**src/rtl/ocsim_source_arbiter_pkg.sv**
```systemverilog
// ----------------------------------------------------------------------------
// ocsim_source_arbiter_pkg
//   Shared definitions for the source arbiter slice: arbiter state encoding,
//   starvation slack used by the optional statistics block, and the helper
//   that sizes a requester index.
//
//   Contents:
//     ArbStarveSlack    extra cycles tolerated on top of Inputs*MaxBurst
//     arb_state_e       IDLE / LOCK arbiter states
//     SourceIndexWidth  index width for N requesters (minimum 1 bit)
// ----------------------------------------------------------------------------
package ocsim_source_arbiter_pkg;

    localparam int unsigned ArbStarveSlack = 2;

    typedef enum logic {
        ST_IDLE = 1'b0,
        ST_LOCK = 1'b1
    } arb_state_e;

    function automatic int unsigned SourceIndexWidth(input int unsigned Inputs);
        return (Inputs > 1) ? $clog2(Inputs) : 1;
    endfunction

endpackage

```
**src/rtl/ocsim_source_arbiter_rr_pick.sv**
```systemverilog
// ----------------------------------------------------------------------------
// ocsim_rr_pick
//   Purely combinational round-robin picker. Scans the request vector starting
//   at i_ptr and wrapping modulo Inputs; the first asserted request wins.
//
//   Parameters:
//     Inputs       number of requesters (1..16)
//     SourceWidth  width of pointer / index
//   Ports:
//     i_req    [Inputs]       request vector
//     i_ptr    [SourceWidth]  index to start scanning from (must be < Inputs)
//     o_grant  [Inputs]       one-hot grant (all zero when nothing requests)
//     o_idx    [SourceWidth]  index of the granted requester
//     o_any    1              at least one request present
// ----------------------------------------------------------------------------
module ocsim_rr_pick
    import ocsim_source_arbiter_pkg::*;
#(
    parameter int unsigned Inputs      = 2,
    parameter int unsigned SourceWidth = SourceIndexWidth(Inputs)
) (
    input  logic [Inputs-1:0]      i_req,
    input  logic [SourceWidth-1:0] i_ptr,
    output logic [Inputs-1:0]      o_grant,
    output logic [SourceWidth-1:0] o_idx,
    output logic                   o_any
);

    // One extra bit so ptr+offset cannot overflow before the wrap subtract.
    logic [SourceWidth:0] w_cand;

    always_comb begin
        o_grant = '0;
        o_idx   = '0;
        o_any   = 1'b0;
        w_cand  = '0;
        for (int unsigned i = 0; i < Inputs; i++) begin
            w_cand = {1'b0, i_ptr} + (SourceWidth+1)'(i);
            if (w_cand >= (SourceWidth+1)'(Inputs)) begin
                w_cand = w_cand - (SourceWidth+1)'(Inputs);
            end
            if (!o_any && i_req[w_cand[SourceWidth-1:0]]) begin
                o_any                              = 1'b1;
                o_idx                              = w_cand[SourceWidth-1:0];
                o_grant[w_cand[SourceWidth-1:0]]   = 1'b1;
            end
        end
    end

endmodule

```
**src/rtl/ocsim_source_arbiter.sv**
```systemverilog
// ----------------------------------------------------------------------------
// ocsim_source_arbiter
//   Shares one valid/ready output channel between several data sources.
//   Round-robin arbitration with burst locking (up to MaxBurst consecutive
//   beats per requester) and a registered output stage (1-cycle latency,
//   1 beat/cycle throughput). outSource tags every beat with its requester.
//
//   Parameters:
//     Type         payload type per beat
//     Inputs       number of requesters (1..16)
//     MaxBurst     beats granted to one requester before re-arbitration (1..255)
//     SourceWidth  width of the source index
//   Ports:
//     clock      in   single clock
//     reset      in   synchronous, active-high reset
//     inData     in   Type[Inputs] per-requester payload
//     inValid    in   [Inputs] per-requester valid
//     inReady    out  [Inputs] per-requester ready (one-hot or zero)
//     outData    out  registered arbitrated payload
//     outValid   out  registered valid
//     outReady   in   downstream ready
//     outSource  out  requester index that supplied outData
//
//   Optional build macro: OCSIM_SOURCE_ARB_STATS_EN
//     Adds per-requester grant / wait counters, a starvation check that fires
//     `OC_ERROR, and a Report() task. Datapath behaviour is unchanged.
// ----------------------------------------------------------------------------
module ocsim_source_arbiter
    import ocsim_source_arbiter_pkg::*;
#(
    parameter type         Type        = logic [31:0],
    parameter int unsigned Inputs      = 2,
    parameter int unsigned MaxBurst    = 4,
    parameter int unsigned SourceWidth = SourceIndexWidth(Inputs)
) (
    input  logic                   clock,
    input  logic                   reset,
    input  Type                    inData [Inputs],
    input  logic [Inputs-1:0]      inValid,
    output logic [Inputs-1:0]      inReady,
    output Type                    outData,
    output logic                   outValid,
    input  logic                   outReady,
    output logic [SourceWidth-1:0] outSource
);

    localparam int unsigned            CountWidth = $clog2(MaxBurst + 1);
    localparam logic [CountWidth-1:0]  MaxCount   = CountWidth'(MaxBurst);
    localparam logic [SourceWidth-1:0] LastIdx    = SourceWidth'(Inputs - 1);

    arb_state_e             r_state;
    logic [SourceWidth-1:0] r_lockIdx;
    logic [CountWidth-1:0]  r_beatCount;
    logic [SourceWidth-1:0] r_rrPointer;
    Type                    r_outData;
    logic                   r_outValid;
    logic [SourceWidth-1:0] r_outSource;

    arb_state_e             w_state_nxt;
    logic [SourceWidth-1:0] w_lockIdx_nxt;
    logic [CountWidth-1:0]  w_beatCount_nxt;
    logic [SourceWidth-1:0] w_rrPointer_nxt;

    logic                   w_space;
    logic                   w_lockHold;
    logic [SourceWidth-1:0] w_releasePtr;
    logic [SourceWidth-1:0] w_pickPtr;
    logic [Inputs-1:0]      w_pickGrant;
    logic [SourceWidth-1:0] w_pickIdx;
    logic                   w_pickAny;
    logic [Inputs-1:0]      w_grantVec;
    logic [SourceWidth-1:0] w_grantIdx;
    logic                   w_accept;

    assign w_space      = !r_outValid || outReady;
    assign w_lockHold   = (r_state == ST_LOCK) && inValid[r_lockIdx] &&
                          (r_beatCount < MaxCount);
    assign w_releasePtr = (r_lockIdx == LastIdx) ? '0 : r_lockIdx + SourceWidth'(1);

    // While locked, the picker already scans from the post-release pointer so
    // a release and the next grant happen in the same cycle without a bubble.
    assign w_pickPtr    = (r_state == ST_LOCK) ? w_releasePtr : r_rrPointer;

    ocsim_rr_pick #(
        .Inputs      (Inputs),
        .SourceWidth (SourceWidth)
    ) u_pick (
        .i_req   (inValid),
        .i_ptr   (w_pickPtr),
        .o_grant (w_pickGrant),
        .o_idx   (w_pickIdx),
        .o_any   (w_pickAny)
    );

    always_comb begin
        w_grantVec      = '0;
        w_grantIdx      = w_pickIdx;
        w_state_nxt     = r_state;
        w_lockIdx_nxt   = r_lockIdx;
        w_beatCount_nxt = r_beatCount;
        w_rrPointer_nxt = r_rrPointer;

        if (w_lockHold) begin
            w_grantVec[r_lockIdx] = 1'b1;
            w_grantIdx            = r_lockIdx;
        end else begin
            w_grantVec = w_pickGrant;
        end

        inReady  = (!reset && w_space) ? w_grantVec : '0;
        w_accept = |(inValid & inReady);

        case (r_state)
            ST_IDLE: begin
                if (w_accept) begin
                    w_state_nxt     = ST_LOCK;
                    w_lockIdx_nxt   = w_grantIdx;
                    w_beatCount_nxt = CountWidth'(1);
                end
            end
            ST_LOCK: begin
                if (w_lockHold) begin
                    if (w_accept) begin
                        w_beatCount_nxt = r_beatCount + CountWidth'(1);
                    end
                end else begin
                    w_rrPointer_nxt = w_releasePtr;
                    if (w_accept) begin
                        w_lockIdx_nxt   = w_grantIdx;
                        w_beatCount_nxt = CountWidth'(1);
                    end else begin
                        w_state_nxt     = ST_IDLE;
                        w_beatCount_nxt = '0;
                    end
                end
            end
            default: begin
                w_state_nxt     = ST_IDLE;
                w_beatCount_nxt = '0;
            end
        endcase
    end

    always_ff @(posedge clock) begin
        if (reset) begin
            r_state     <= ST_IDLE;
            r_lockIdx   <= '0;
            r_beatCount <= '0;
            r_rrPointer <= '0;
            r_outData   <= '0;
            r_outValid  <= 1'b0;
            r_outSource <= '0;
        end else begin
            r_state     <= w_state_nxt;
            r_lockIdx   <= w_lockIdx_nxt;
            r_beatCount <= w_beatCount_nxt;
            r_rrPointer <= w_rrPointer_nxt;
            if (w_accept) begin
                r_outData   <= inData[w_grantIdx];
                r_outSource <= w_grantIdx;
                r_outValid  <= 1'b1;
            end else if (outReady) begin
                r_outValid  <= 1'b0;
            end
        end
    end

    assign outData   = r_outData;
    assign outValid  = r_outValid;
    assign outSource = r_outSource;

`ifdef OCSIM_SOURCE_ARB_STATS_EN
`ifndef OC_ERROR
`define OC_ERROR(msg) $error(msg)
`endif

    localparam int unsigned StarveLimit = Inputs * MaxBurst + ArbStarveSlack;

    logic [31:0] r_grantCount [Inputs];
    logic [31:0] r_waitCycles [Inputs];
    logic [31:0] r_starveRun  [Inputs];

    // The starvation run only advances while downstream is accepting; a
    // stalled sink is not the arbiter's fault, so the run is held instead.
    always_ff @(posedge clock) begin
        if (reset) begin
            for (int unsigned g = 0; g < Inputs; g++) begin
                r_grantCount[g] <= '0;
                r_waitCycles[g] <= '0;
                r_starveRun[g]  <= '0;
            end
        end else begin
            for (int unsigned g = 0; g < Inputs; g++) begin
                if (inValid[g] && inReady[g]) begin
                    r_grantCount[g] <= r_grantCount[g] + 32'd1;
                end
                if (inValid[g] && !inReady[g]) begin
                    r_waitCycles[g] <= r_waitCycles[g] + 32'd1;
                    if (outReady) begin
                        r_starveRun[g] <= r_starveRun[g] + 32'd1;
                    end
                end else begin
                    r_starveRun[g] <= '0;
                end
                if (r_starveRun[g] > 32'(StarveLimit)) begin
                    `OC_ERROR("ocsim_source_arbiter: requester starved");
                end
            end
        end
    end

    task automatic Report();
        for (int unsigned g = 0; g < Inputs; g++) begin
            $display("ocsim_source_arbiter %m source %0d: grants %0d waitCycles %0d",
                     g, r_grantCount[g], r_waitCycles[g]);
        end
    endtask
`endif

endmodule

```
**config.mk**
```make
export PLATFORM = sky130hd
export DESIGN_NAME = ocsim_source_arbiter
export DESIGN_NICKNAME = d
export VERILOG_FILES = /design/src/rtl/ocsim_source_arbiter_pkg.sv /design/src/rtl/ocsim_source_arbiter_rr_pick.sv /design/src/rtl/ocsim_source_arbiter.sv
export SDC_FILE = /design/constraint.sdc
export NUM_CORES = 1
export LEC_CHECK = 0
export CELL_PAD_IN_SITES_DETAIL_PLACEMENT = 2
export CELL_PAD_IN_SITES_GLOBAL_PLACEMENT = 2
export CORE_MARGIN = 2
export CORE_UTILIZATION = 25
export CTS_BUF_LIST = sky130_fd_sc_hd__clkbuf_8
export CTS_CLUSTER_DIAMETER = 150
export DETAILED_ROUTE_END_ITERATION = 16
export GPL_ROUTABILITY_DRIVEN = 0
export HOLD_SLACK_MARGIN = 0.12
export PLACE_DENSITY_LB_ADDON = 0.1
export SETUP_SLACK_MARGIN = 0.3
export SLEW_MARGIN = 5
export SYNTH_ARGS = -nofsm -noshare
export SYNTH_HDL_FRONTEND = slang
export SYNTH_SLANG_ARGS = --single-unit
```
**constraint.sdc**
```tcl
create_clock -name clock -period 2.58 [get_ports clock]
set_input_delay 0.645 -clock clock [delete_from_list [all_inputs] [get_ports clock]]
set_output_delay 0.645 -clock clock [all_outputs]
set_load 0.02 [all_outputs]
```
==> flow_metrics.py, run 1 <==
metrics = {
    "yosys": {
        "synth_nets": 298,
        "ys_seq_elements": 40,
        "synth.distinct_cells": 35,
        "synth_compound_area_frac": 0.364,
        "synth-seq-area-share": 0.380,
        "ys.warnings.count": 0,
        "synth_simple_gate_area_share": 0.177,
        "netlist_area_um2": 2110,
        "synthMuxAreaShare": 0.00474,
        "syn_inst": 228,
        "synth-xor-area-share": 0.00771,
        "avgSynthCellArea_um2": 9.25,
        "synth_top_family_by_area": "compound AO/OA/AOI/OAI gates",
        "synth-adder-area-share": 0.00593,
    },
    "cts": {
        "cts_buffers": 5,
        "clkLatencyLatePin_ns": 0.29,
        "cts_buffer_depth": 2,
        "post-cts-setup-buffer-count": 0,
        "cts_tree": "yes",
        "cts.reportedPaths.clkPinSlew_ns": 0.07,
        "cts_htree_levels": 2,
        "cts_root_buf": "clkbuf_8",
        "cts.sinks": 40,
    },
    "sta": {
        "fmax_ghz": 0.456,
        "holdWs_ns": 0.493,
        "maxSlewHeadroom": 0.566,
        "fin_tns_setup_ns": 0,
        "hold_viol": 0,
        "period_share": 0.851,
        "finClkSkew_ns": 0.00859,
        "fin_crit_ns": 2.19,
        "tightest_slew_ns": 0.651,
        "rsz0062_at_grt": "true",
        "finalMaxSlewViolations": 0,
        "setup_viol": 0,
    },
    "routing": {
        "postRouteAntennaNets": 0,
        "drc": 0,
        "wl_um": 7650,
        "viasPerCell": 4.73,
        "vias": 2110,
        "drtIter0Drc": 30,
        "drt-wirelength-per-cell_um": 17.1,
        "drtPass1Iterations": 4,
    },
    "finish": {
        "syn2layout_area_growth_pct": 62.8,
        "fillers": 934,
        "diodes": 0,
        "drive_gt1_frac": 0.284,
        "stdcell_count": 446,
        "fin_nets": 410,
    },
    "critical_path": {
        "r2r.worst_path.cells": 5,
        "timing.rr.end": "outData[30]",
        "cp_slowest_cell": "a2111oi_2",
        "reg2reg_from": "r_state",
        "path_buf_inv": 2,
        "r2r_setup_slack_ns": 0.66,
        "critPathRequiredTime_ns": 1.93,
        "crit_path_start_kind": "input pin",
        "crit_chain": "dlygate4sd2_1 -> a2111oi_2 -> buf_2",
        "crit_fanout": 4,
        "cpPeakStageDelay_ns": 0.38,
        "cp_top_family": "buffers and inverters",
        "crit_type": "input pin to primary output",
        "crit_arrival_ns": 1.55,
        "worst_setup_path_end_kind": "primary output",
    },
    "die": {
        "die_w_um": 95.9,
        "design.core.area_um2": 8220,
        "ios": 105,
        "die_h_um": 95.9,
        "start_util": 0.257,
        "core.rowCount": 33,
        "dieArea_um2": 9190,
    },
    "power_and_ir_drop": {
        "vdd.ir_drop.worst_v": 0.000180,
        "pwr-share-comb": 0.334,
        "sw_frac_of_total": 0.314,
        "p_sw_uw": 528,
        "seqPwrFrac": 0.413,
        "internal_power_uw": 1150,
        "clockPowerShare": 0.253,
        "powerDensity_nw_per_um2": 489,
        "p_leak_uw": 0.00125,
    },
    "place": {
        "numPortBuffers": 104,
        "hpwlAfterDp_um": 5300,
        "place_inst": 437,
    },
    "worst_hold_path": {
        "hp-start": "r_rrPointer",
        "min-delay-path-class": "flip-flop to flip-flop",
        "whs_path_depth": 2,
        "worst_hold_path.endpoint": "r_rrPointer",
    },
    "global_routing": {
        "grt_start_max_net_pins": 34,
        "track_usage": 0.159,
        "grt-busiest-layer": "met2",
        "grt_overflow": 0,
        "grt_pass1_wl_um": 11100,
        "use_met1": 0.192,
        "grt_pass1_vias": 2210,
        "gr-usage-met3": 0.0290,
        "use_met2": 0.293,
        "antenna_found_initial": 0,
    },
    "run_status": {
        "status": "completed",
    },
    "flow_run": {
        "maxCapViolations": 0,
    },
}
per-stage QoR:
step	instance area, µm²	util	worst slack [ns]	power [µW]
6_report	3430	0.418	0.386	1680
5_1_grt	3430	0.418	0.272	1780
4_1_cts	3420	0.416	0.310	1700
3_5_place_dp	3330	0.405	-0.347	1270
3_3_place_gp	3330	0.405	-0.292	1260
2_1_floorplan	2110	-	0.319	997
worst reg2reg max path, stage by stage, from the launching register on:
cell	delay, ns
dfxtp_1	0.38
buf_4	0.16
or2_1	0.25
o221a_2	0.68
a21oi_2	0.15
a211oi_2	0.23
registers in the layout, indices dropped and copies added (netlist names):
signal,count
r_lockIdx,1
r_rrPointer,1
outValid,1
r_beatCount,3
outData,32
outSource,1
r_state,1
routing by layer:
metal / share of wire / wire, µm / vias up
met3: 0.043 / 329 / 6
li1: - / - / 1037
met5: 0 / 0 / -
met4: 0.0073 / 56 / 0
met2: 0.50 / 3850 / 48
met1: 0.45 / 3410 / 1019
cells in the final DEF (no fill, tap or decap), types with 2 or more instances in the layout:
cell	n
clkdlybuf4s50_1	98
dfxtp_1	38
nor2_1	36
nand2_1	34
a21oi_2	29
a211oi_2	29
buf_4	17
a21oi_1	9
clkbuf_8	6
inv_1	4
nand3_1	3
a211oi_1	3
dlygate4sd2_1	3
nand2b_1	2
o21ai_1	2
buf_2	2
buf_12	2
dfxtp_2	2
synth_stat cells:
master | count | area share
dfxtp_1 | 40 | 0.38
nor2_1 | 36 | 0.064
nand2_1 | 34 | 0.060
a211oi_2 | 29 | 0.17
a21oi_2 | 29 | 0.12
a21oi_1 | 9 | 0.021
buf_2 | 7 | 0.017
buf_6 | 6 | 0.032
clkbuf_1 | 4 | 0.0071
a211oi_1 | 3 | 0.011
nand3_1 | 3 | 0.0071
inv_1 | 2 | 0.0036
nand2b_1 | 2 | 0.0059
nor2b_1 | 2 | 0.0059
o21ai_1 | 2 | 0.0047
a2111oi_0 | 1 | 0.0042
a221oi_1 | 1 | 0.0042
a22oi_1 | 1 | 0.0036
a311oi_1 | 1 | 0.0042
and2_1 | 1 | 0.0030
buf_1 | 1 | 0.0018
ha_1 | 1 | 0.0059
mux2i_1 | 1 | 0.0047
nand3b_1 | 1 | 0.0036
nand4_1 | 1 | 0.0030
nor3_1 | 1 | 0.0024
nor3_4 | 1 | 0.0077
nor3b_1 | 1 | 0.0036
o21ai_0 | 1 | 0.0024
o221a_4 | 1 | 0.0095
o221ai_2 | 1 | 0.0071
or2_1 | 1 | 0.0030
or3_1 | 1 | 0.0030
or3b_2 | 1 | 0.0042
xor2_2 | 1 | 0.0077
worst max path at each step:
stage	startpoint	endpoint	slack, ns	cells past startpoint
floorplan	reset	inReady[0]	0.32	2
finish	inValid[1]	inReady[0]	0.39	3
CTS	r_beatCount[2]	inReady[0]	0.31	5
global placement	outReady	inReady[0]	-0.29	4
detailed placement	inValid[0]	inReady[0]	-0.35	4
global route	r_beatCount[2]	inReady[0]	0.27	5
logic make-up (layout without fill, tap and decap cells):
logic type | Yosys count | in the layout
DFF | 40 | 40
AOI/OAI and AO/OA | 79 | 80
adders and majority gates | 1 | 1
muxes | 1 | 1
xor gates and xnor gates | 1 | 1
buffers and inverters | 20 | 132
and+or+nand+nor | 86 | 86
cell type report:
| class | count | area, µm² | area share |
|---|---|---|---|
| clock buffer | 6 | 82.6 | 0.0240 |
| timing repair buffer | 122 | 1180 | 0.345 |
| tap | 105 | 131 | 0.0383 |
| sequential | 40 | 803 | 0.234 |
| inverter | 2 | 7.51 | 0.00219 |
| clock inverter | 2 | 7.51 | 0.00219 |
| multi-input combinational | 169 | 1220 | 0.354 |
power groups by stage:
stage / Sequential (µW) / Combinational, µW / Clock, µW
final: 694 / 562 / 426
after global routing: 700 / 608 / 469
after CTS: 694 / 565 / 445
after detailed placement: 709 / 564 / 0
after global placement: 705 / 557 / 0
after floorplan: 760 / 237 / 0
timing repair:
action,in CTS,in global routing
pin swaps,1,1
endpoints found under the setup margin,10,2
endpoints found under the hold margin,0,0
gates cloned,0,1
hold buffers,0,0
gates resized for setup,18,1
No activity file was read; power rests on OpenSTA's default activity.
==> inputs of run 2 (changes only) <==
--- a/config.mk
+++ b/config.mk
@@ -7,7 +7,7 @@
 export LEC_CHECK = 0
 export CELL_PAD_IN_SITES_DETAIL_PLACEMENT = 2
 export CELL_PAD_IN_SITES_GLOBAL_PLACEMENT = 2
-export CORE_MARGIN = 2
+export CORE_MARGIN = 3
 export CORE_UTILIZATION = 25
 export CTS_BUF_LIST = sky130_fd_sc_hd__clkbuf_8
 export CTS_CLUSTER_DIAMETER = 150
==> run 2 against run 1 <==
Worst hold slack got worse by 0.0091 ns. Count of clock-buffer cells in the layout unchanged. Worst setup slack improved by 0.0043 ns. First-iteration DRC count increased by 27%. Total power about the same. Non-clock buffer count decreased by 3. Die area increased by 4.2%. Register-to-register slack improved by 0.02 ns. Critical path depth increased by 3. Core utilization increased by 0.88 points. Cell area decreased by 0.98%. Flip-flop and latch count unchanged. Largest cell class unchanged. Largest power group unchanged.
==> flow_metrics.py, run 2 (synthesized netlist as in run 1, its figures left out) <==
metrics = {
    "run_status": {
        "status": "completed",
    },
    "sta": {
        "finalMaxSlewViolations": 0,
        "fin_crit_ns": 2.19,
        "finClkSkew_ns": 0.00915,
        "hold_viol": 0,
        "tightest_slew_ns": 0.680,
        "period_share": 0.849,
        "maxSlewHeadroom": 0.547,
        "fmax_ghz": 0.457,
        "setup_viol": 0,
        "rsz0062_at_grt": "false",
        "fin_tns_setup_ns": 0,
    },
    "finish": {
        "largest_reg_flops": 32,
        "syn2layout_area_growth_pct": 61.2,
        "fin_util": 0.427,
        "fin_nets": 406,
        "drive_gt1_frac": 0.282,
        "stdcell_count": 439,
        "layout_commonest_cell": "clkdlybuf4s50_1",
        "diodes": 0,
        "layout_common_cells": "clkdlybuf4s50_1 (98), dfxtp_1 (38), nor2_1 (36)",
    },
    "global_routing": {
        "grt_pass1_vias": 2323,
        "antenna_found_initial": 0,
        "grt-busiest-layer": "met2",
        "track_usage": 0.154,
        "grt_overflow": 0,
        "use_met1": 0.202,
        "grt_start_max_net_pins": 41,
        "gr-usage-met3": 0.0429,
        "grt_pass1_wl_um": 12000,
        "use_met2": 0.257,
    },
    "worst_hold_path": {
        "whs_path_depth": 2,
        "worst_hold_path.endpoint": "r_beatCount[1]",
        "min-delay-path-class": "flip-flop to flip-flop",
        "hp-start": "r_beatCount[1]",
    },
    "flow_run": {
        "maxCapViolations": 0,
    },
    "cts": {
        "cts_buffers": 5,
        "cts_tree": "yes",
        "cts.reportedPaths.clkPinSlew_ns": 0.07,
        "cts.sinks": 40,
        "cts_htree_levels": 2,
        "cts_buffer_depth": 2,
        "cts_root_buf": "clkbuf_8",
        "clkLatencyLatePin_ns": 0.29,
    },
    "critical_path": {
        "r2r.worst_path.cells": 4,
        "timing.rr.end": "outData[28]",
        "crit_type": "input pin to primary output",
        "cp_slowest_cell": "dlygate4sd2_1",
        "r2r_setup_slack_ns": 0.68,
        "worst_setup_path_end_kind": "primary output",
        "crit_arrival_ns": 1.55,
        "crit_chain": "dlygate4sd2_1 -> inv_1 -> buf_4 -> o221ai_2 -> nor3_2 -> buf_2",
        "critPathRequiredTime_ns": 1.93,
        "crit_path_start_kind": "input pin",
        "cpPeakStageDelay_ns": 0.26,
        "crit_fanout": 4,
        "reg2reg_from": "r_state",
    },
    "place": {
        "place_inst": 431,
        "numPortBuffers": 104,
        "hpwlAfterDp_um": 5220,
    },
    "die": {
        "design.core.area_um2": 7970,
        "start_util": 0.265,
        "die_w_um": 97.9,
        "dieArea_um2": 9580,
        "ios": 105,
        "die_h_um": 97.9,
        "core.rowCount": 32,
    },
    "routing": {
        "wl_um": 7430,
        "postRouteAntennaNets": 0,
        "viasPerCell": 4.79,
        "drc": 0,
        "drtIter0Drc": 38,
        "drtPass1Iterations": 4,
        "vias": 2105,
        "drt-wirelength-per-cell_um": 16.9,
    },
    "power_and_ir_drop": {
        "vdd.ir_drop.worst_v": 0.000178,
        "totalPowerFinal_uw": 1680,
        "p_leak_uw": 0.00123,
        "powerDensity_nw_per_um2": 494,
    },
}
==> run 2: cell count changes in the layout (fill, tap and decap cells not counted), sizes merged <==
| cell | before | now |
|---|---|---|
| inv | 4 | 2 |
| clkinv | 0 | 2 |
| buf | 21 | 18 |
| o221a | 2 | 1 |
==> run 2: layer usage <==
layer  routed length, µm  part of all wire  vias to the layer above
met4                  49            0.0066                        0
met3                 362             0.049                        6
met5                   0                 0                        -
met2                3560              0.48                       60
met1                3460              0.47                     1018
li1                    -                 -                     1021
==> run 2: through the flow <==
stage,area (µm²),hold slack [ns],setup slack [ns]
2_1_floorplan,2110,0.452,0.319
5_1_grt,3400,0.524,0.310
4_1_cts,3400,0.491,0.315
6_report,3400,0.484,0.390
3_3_place_gp,3300,0.459,-0.279
3_5_place_dp,3300,0.480,-0.325
==> run 2: where the power goes <==
part	switching (µW)	total (µW)	leakage [µW]	internal (µW)
Combinational	278	549	0.000852	272
Sequential	29.3	695	0.000332	665
Clock	223	436	0.0000510	214
Total	530	1680	0.00123	1150
==> run 2: worst max-delay path, delay by kind of cell <==
family | cells | cell delay [ns]
compound gates | 1 | 0.21
buf+inv | 4 | 0.63
simple gates | 1 | 0.05
==> run 2: area by class of cell <==
type | count | area [µm²]
clock buffers | 6 | 82.6
clock inverters | 2 | 10.0
inverters | 2 | 7.51
repair buffers | 119 | 1170
multi-input cells | 168 | 1190
well taps | 102 | 128
flip-flops and latches | 40 | 806
fillers | 898 | 4570
==> run 2: timing repair <==
| item | CTS | global route |
|---|---|---|
| setup endpoints to repair | 4 | 1 |
| resized for setup | 18 | 1 |
| pin swaps | 1 | 1 |
| setup buffers | 0 | 0 |
| hold buffers | 0 | 0 |
==> run 2: worst max-delay path by stage <==
stage                               from    endpoint  slack (ns)  cells past startpoint
final                         inValid[0]  inReady[1]        0.39                      6
after global routing      r_beatCount[2]  inReady[0]        0.31                      5
after detailed placement      inValid[0]  inReady[0]       -0.32                      4
after global placement        inValid[0]  inReady[0]       -0.28                      4
after floorplan                    reset  inReady[0]        0.32                      2
after CTS                 r_beatCount[2]  inReady[0]        0.31                      5
==> inputs of run 3 (changes only) <==
--- a/config.mk
+++ b/config.mk
@@ -8,7 +8,7 @@
 export CELL_PAD_IN_SITES_DETAIL_PLACEMENT = 2
 export CELL_PAD_IN_SITES_GLOBAL_PLACEMENT = 2
 export CORE_MARGIN = 3
-export CORE_UTILIZATION = 25
+export CORE_UTILIZATION = 23
 export CTS_BUF_LIST = sky130_fd_sc_hd__clkbuf_8
 export CTS_CLUSTER_DIAMETER = 150
 export DETAILED_ROUTE_END_ITERATION = 16
==> constraint.sdc (replaced) <==
create_clock -name clock -period 2.25 [get_ports clock]
set_input_delay 0.5625 -clock clock [delete_from_list [all_inputs] [get_ports clock]]
set_output_delay 0.5625 -clock clock [all_outputs]
set_load 0.02 [all_outputs]
==> run 3 against run 2 <==
Non-clock buffer count is 15 higher. Register-to-register slack worse by 0.19 ns. Sequential power grew 14%. Die area is 8.2% higher. Critical path type is now flip-flop to primary output.
==> flow_metrics.py, run 3 (synthesized netlist as in run 1, its figures left out) <==
metrics = {
    "power_and_ir_drop": {
        "vdd.ir_drop.worst_v": 0.000249,
        "powerDensity_nw_per_um2": 545,
        "p_leak_uw": 0.00131,
    },
    "routing": {
        "drt-wirelength-per-cell_um": 17.2,
        "wl_met1_um": 3520,
        "met3_length_um": 359,
        "wl_um": 7880,
        "viasPerCell": 4.71,
        "dr.max_layer_used": "met4",
        "postRouteAntennaNets": 0,
        "dr_wl_met2_um": 3930,
        "drc": 0,
        "drtPass1Iterations": 4,
        "vias": 2164,
        "drtIter0Drc": 49,
    },
    "finish": {
        "diodes": 0,
        "fillers": 975,
        "layout_common_cells": "clkdlybuf4s50_1 (98), dfxtp_1 (38), nor2_1 (36)",
        "syn2layout_area_growth_pct": 67.3,
        "fin_nets": 421,
        "drive_gt1_frac": 0.313,
        "layout_commonest_cell": "clkdlybuf4s50_1",
        "fin_util": 0.401,
        "stdcell_count": 459,
        "largest_reg_flops": 32,
    },
    "critical_path": {
        "reg2reg_from": "r_lockIdx",
        "worst_setup_path_end_kind": "primary output",
        "crit_fanout": 2,
        "critPathRequiredTime_ns": 1.69,
        "r2r_setup_slack_ns": 0.49,
        "cp_top_family": "flip-flops",
        "cpPeakStageDelay_ns": 0.34,
        "crit_type": "flip-flop to primary output",
        "path_buf_inv": 1,
        "crit_chain": "xor2_2 -> nor2b_1 -> nor2_1 -> a2111oi_2 -> buf_4",
        "crit_arrival_ns": 1.47,
        "cp_slowest_cell": "dfxtp_2",
        "timing.rr.end": "outData[2]",
        "r2r.worst_path.cells": 7,
        "crit_path_start_kind": "flip-flop",
    },
    "die": {
        "core.rowCount": 34,
        "die_w_um": 102,
        "design.core.area_um2": 8810,
        "die_h_um": 102,
        "start_util": 0.240,
        "dieArea_um2": 10400,
        "ios": 105,
    },
    "cts": {
        "cts.reportedPaths.clkPinSlew_ns": 0.08,
        "cts_tree": "yes",
        "cts_root_buf": "clkbuf_8",
        "cts_htree_levels": 2,
        "cts_buffer_depth": 2,
        "clkLatencyLatePin_ns": 0.29,
        "cts.sinks": 40,
        "cts_buffers": 5,
    },
    "run_status": {
        "status": "completed",
    },
    "global_routing": {
        "grt_start_max_net_pins": 33,
        "antenna_found_initial": 0,
        "track_usage": 0.156,
        "grt_overflow": 0,
        "grt_pass1_wl_um": 12600,
        "grt_pass1_vias": 2415,
    },
    "worst_hold_path": {
        "worst_hold_path.endpoint": "r_rrPointer",
        "min-delay-path-class": "flip-flop to flip-flop",
        "hp-start": "r_rrPointer",
        "whs_path_depth": 2,
    },
    "sta": {
        "period_share": 0.902,
        "rsz0062_at_grt": "true",
        "setup_viol": 0,
        "finClkSkew_ns": 0.00218,
        "timing.final.ws_setup_ns": 0.220,
        "finalMaxSlewViolations": 0,
        "maxSlewHeadroom": 0.658,
        "tightest_slew_ns": 0.513,
        "hold_viol": 0,
        "fmax_ghz": 0.493,
        "fin_crit_ns": 2.03,
    },
    "flow_run": {
        "maxCapViolations": 0,
    },
    "place": {
        "place_inst": 449,
        "dp_worst_setup_slack_ns": -0.444,
        "numPortBuffers": 104,
        "hpwlAfterDp_um": 5950,
    },
}
## run 3: cell count changes in the layout (fill, tap and decap cells not counted)
cell      previous run  this run
buf_4               12        28
buf_2                3         1
buf_6                0         1
clkbuf_8             6         5
clkinv_2             2         1
inv_2                0         1
o221ai_2             1         0
o221ai_4             0         1
or2_1                1         0
or2_4                0         1
## run 3: metal layers
metal,vias up,global-route usage
met5,-,0
met4,0,0.0368
met3,5,0.0248
met2,56,0.277
met1,1057,0.197
li1,1046,-
## run 3: metrics by stage
step	TNS (ns)	hold WS (ns)	area [µm²]	total power [µW]
after floorplan	0	0.452	2120	1150
after global placement	-5.01	0.466	3420	1480
after detailed placement	-5.95	0.497	3420	1490
after CTS	0	0.518	3500	1970
after global routing	0	0.552	3530	2050
final	0	0.511	3530	1920
## run 3: timing repair
item	4_1_cts	5_1_grt
pin swaps	3	2
gates resized for setup	18	3
hold buffers	0	0
setup buffers	1	2
setup endpoints to repair	39	3
## run 3: area by class of cell
class                   instances  area [µm²]  share of cell area
inverters                       2        7.51             0.00213
clock buffers                   5        68.8              0.0195
well taps                     108         135              0.0383
multi-input cells             168        1210               0.343
flip-flops and latches         40         806               0.228
clock inverters                 2        8.76             0.00248
repair buffers                134        1290               0.367
## run 3: worst reg2reg max path, stage by stage, from the launching register on
cell      delay [ns]
dfxtp_2         0.34
xor2_2          0.17
buf_4           0.13
buf_4           0.14
o221ai_4        0.15
buf_4           0.38
nand2_1         0.16
a211oi_2        0.21
## run 3: where the power goes
| group | switching [µW] | internal, µW | total, µW |
|---|---|---|---|
| Sequential | 31.0 | 763 | 794 |
| Combinational | 333 | 339 | 672 |
| Clock | 252 | 207 | 459 |
| Total | 616 | 1310 | 1920 |
## run 3: how the worst max path moves through the flow
stage | start | endpoint | slack, ns | depth (start not counted)
after floorplan | reset | inReady[1] | 0.30 | 3
after global placement | outReady | inReady[0] | -0.42 | 4
after detailed placement | inValid[0] | inReady[1] | -0.44 | 6
after CTS | r_lockIdx | inReady[0] | 0.12 | 5
after global routing | r_lockIdx | inReady[0] | 0.10 | 5
final | r_lockIdx | inReady[0] | 0.22 | 5
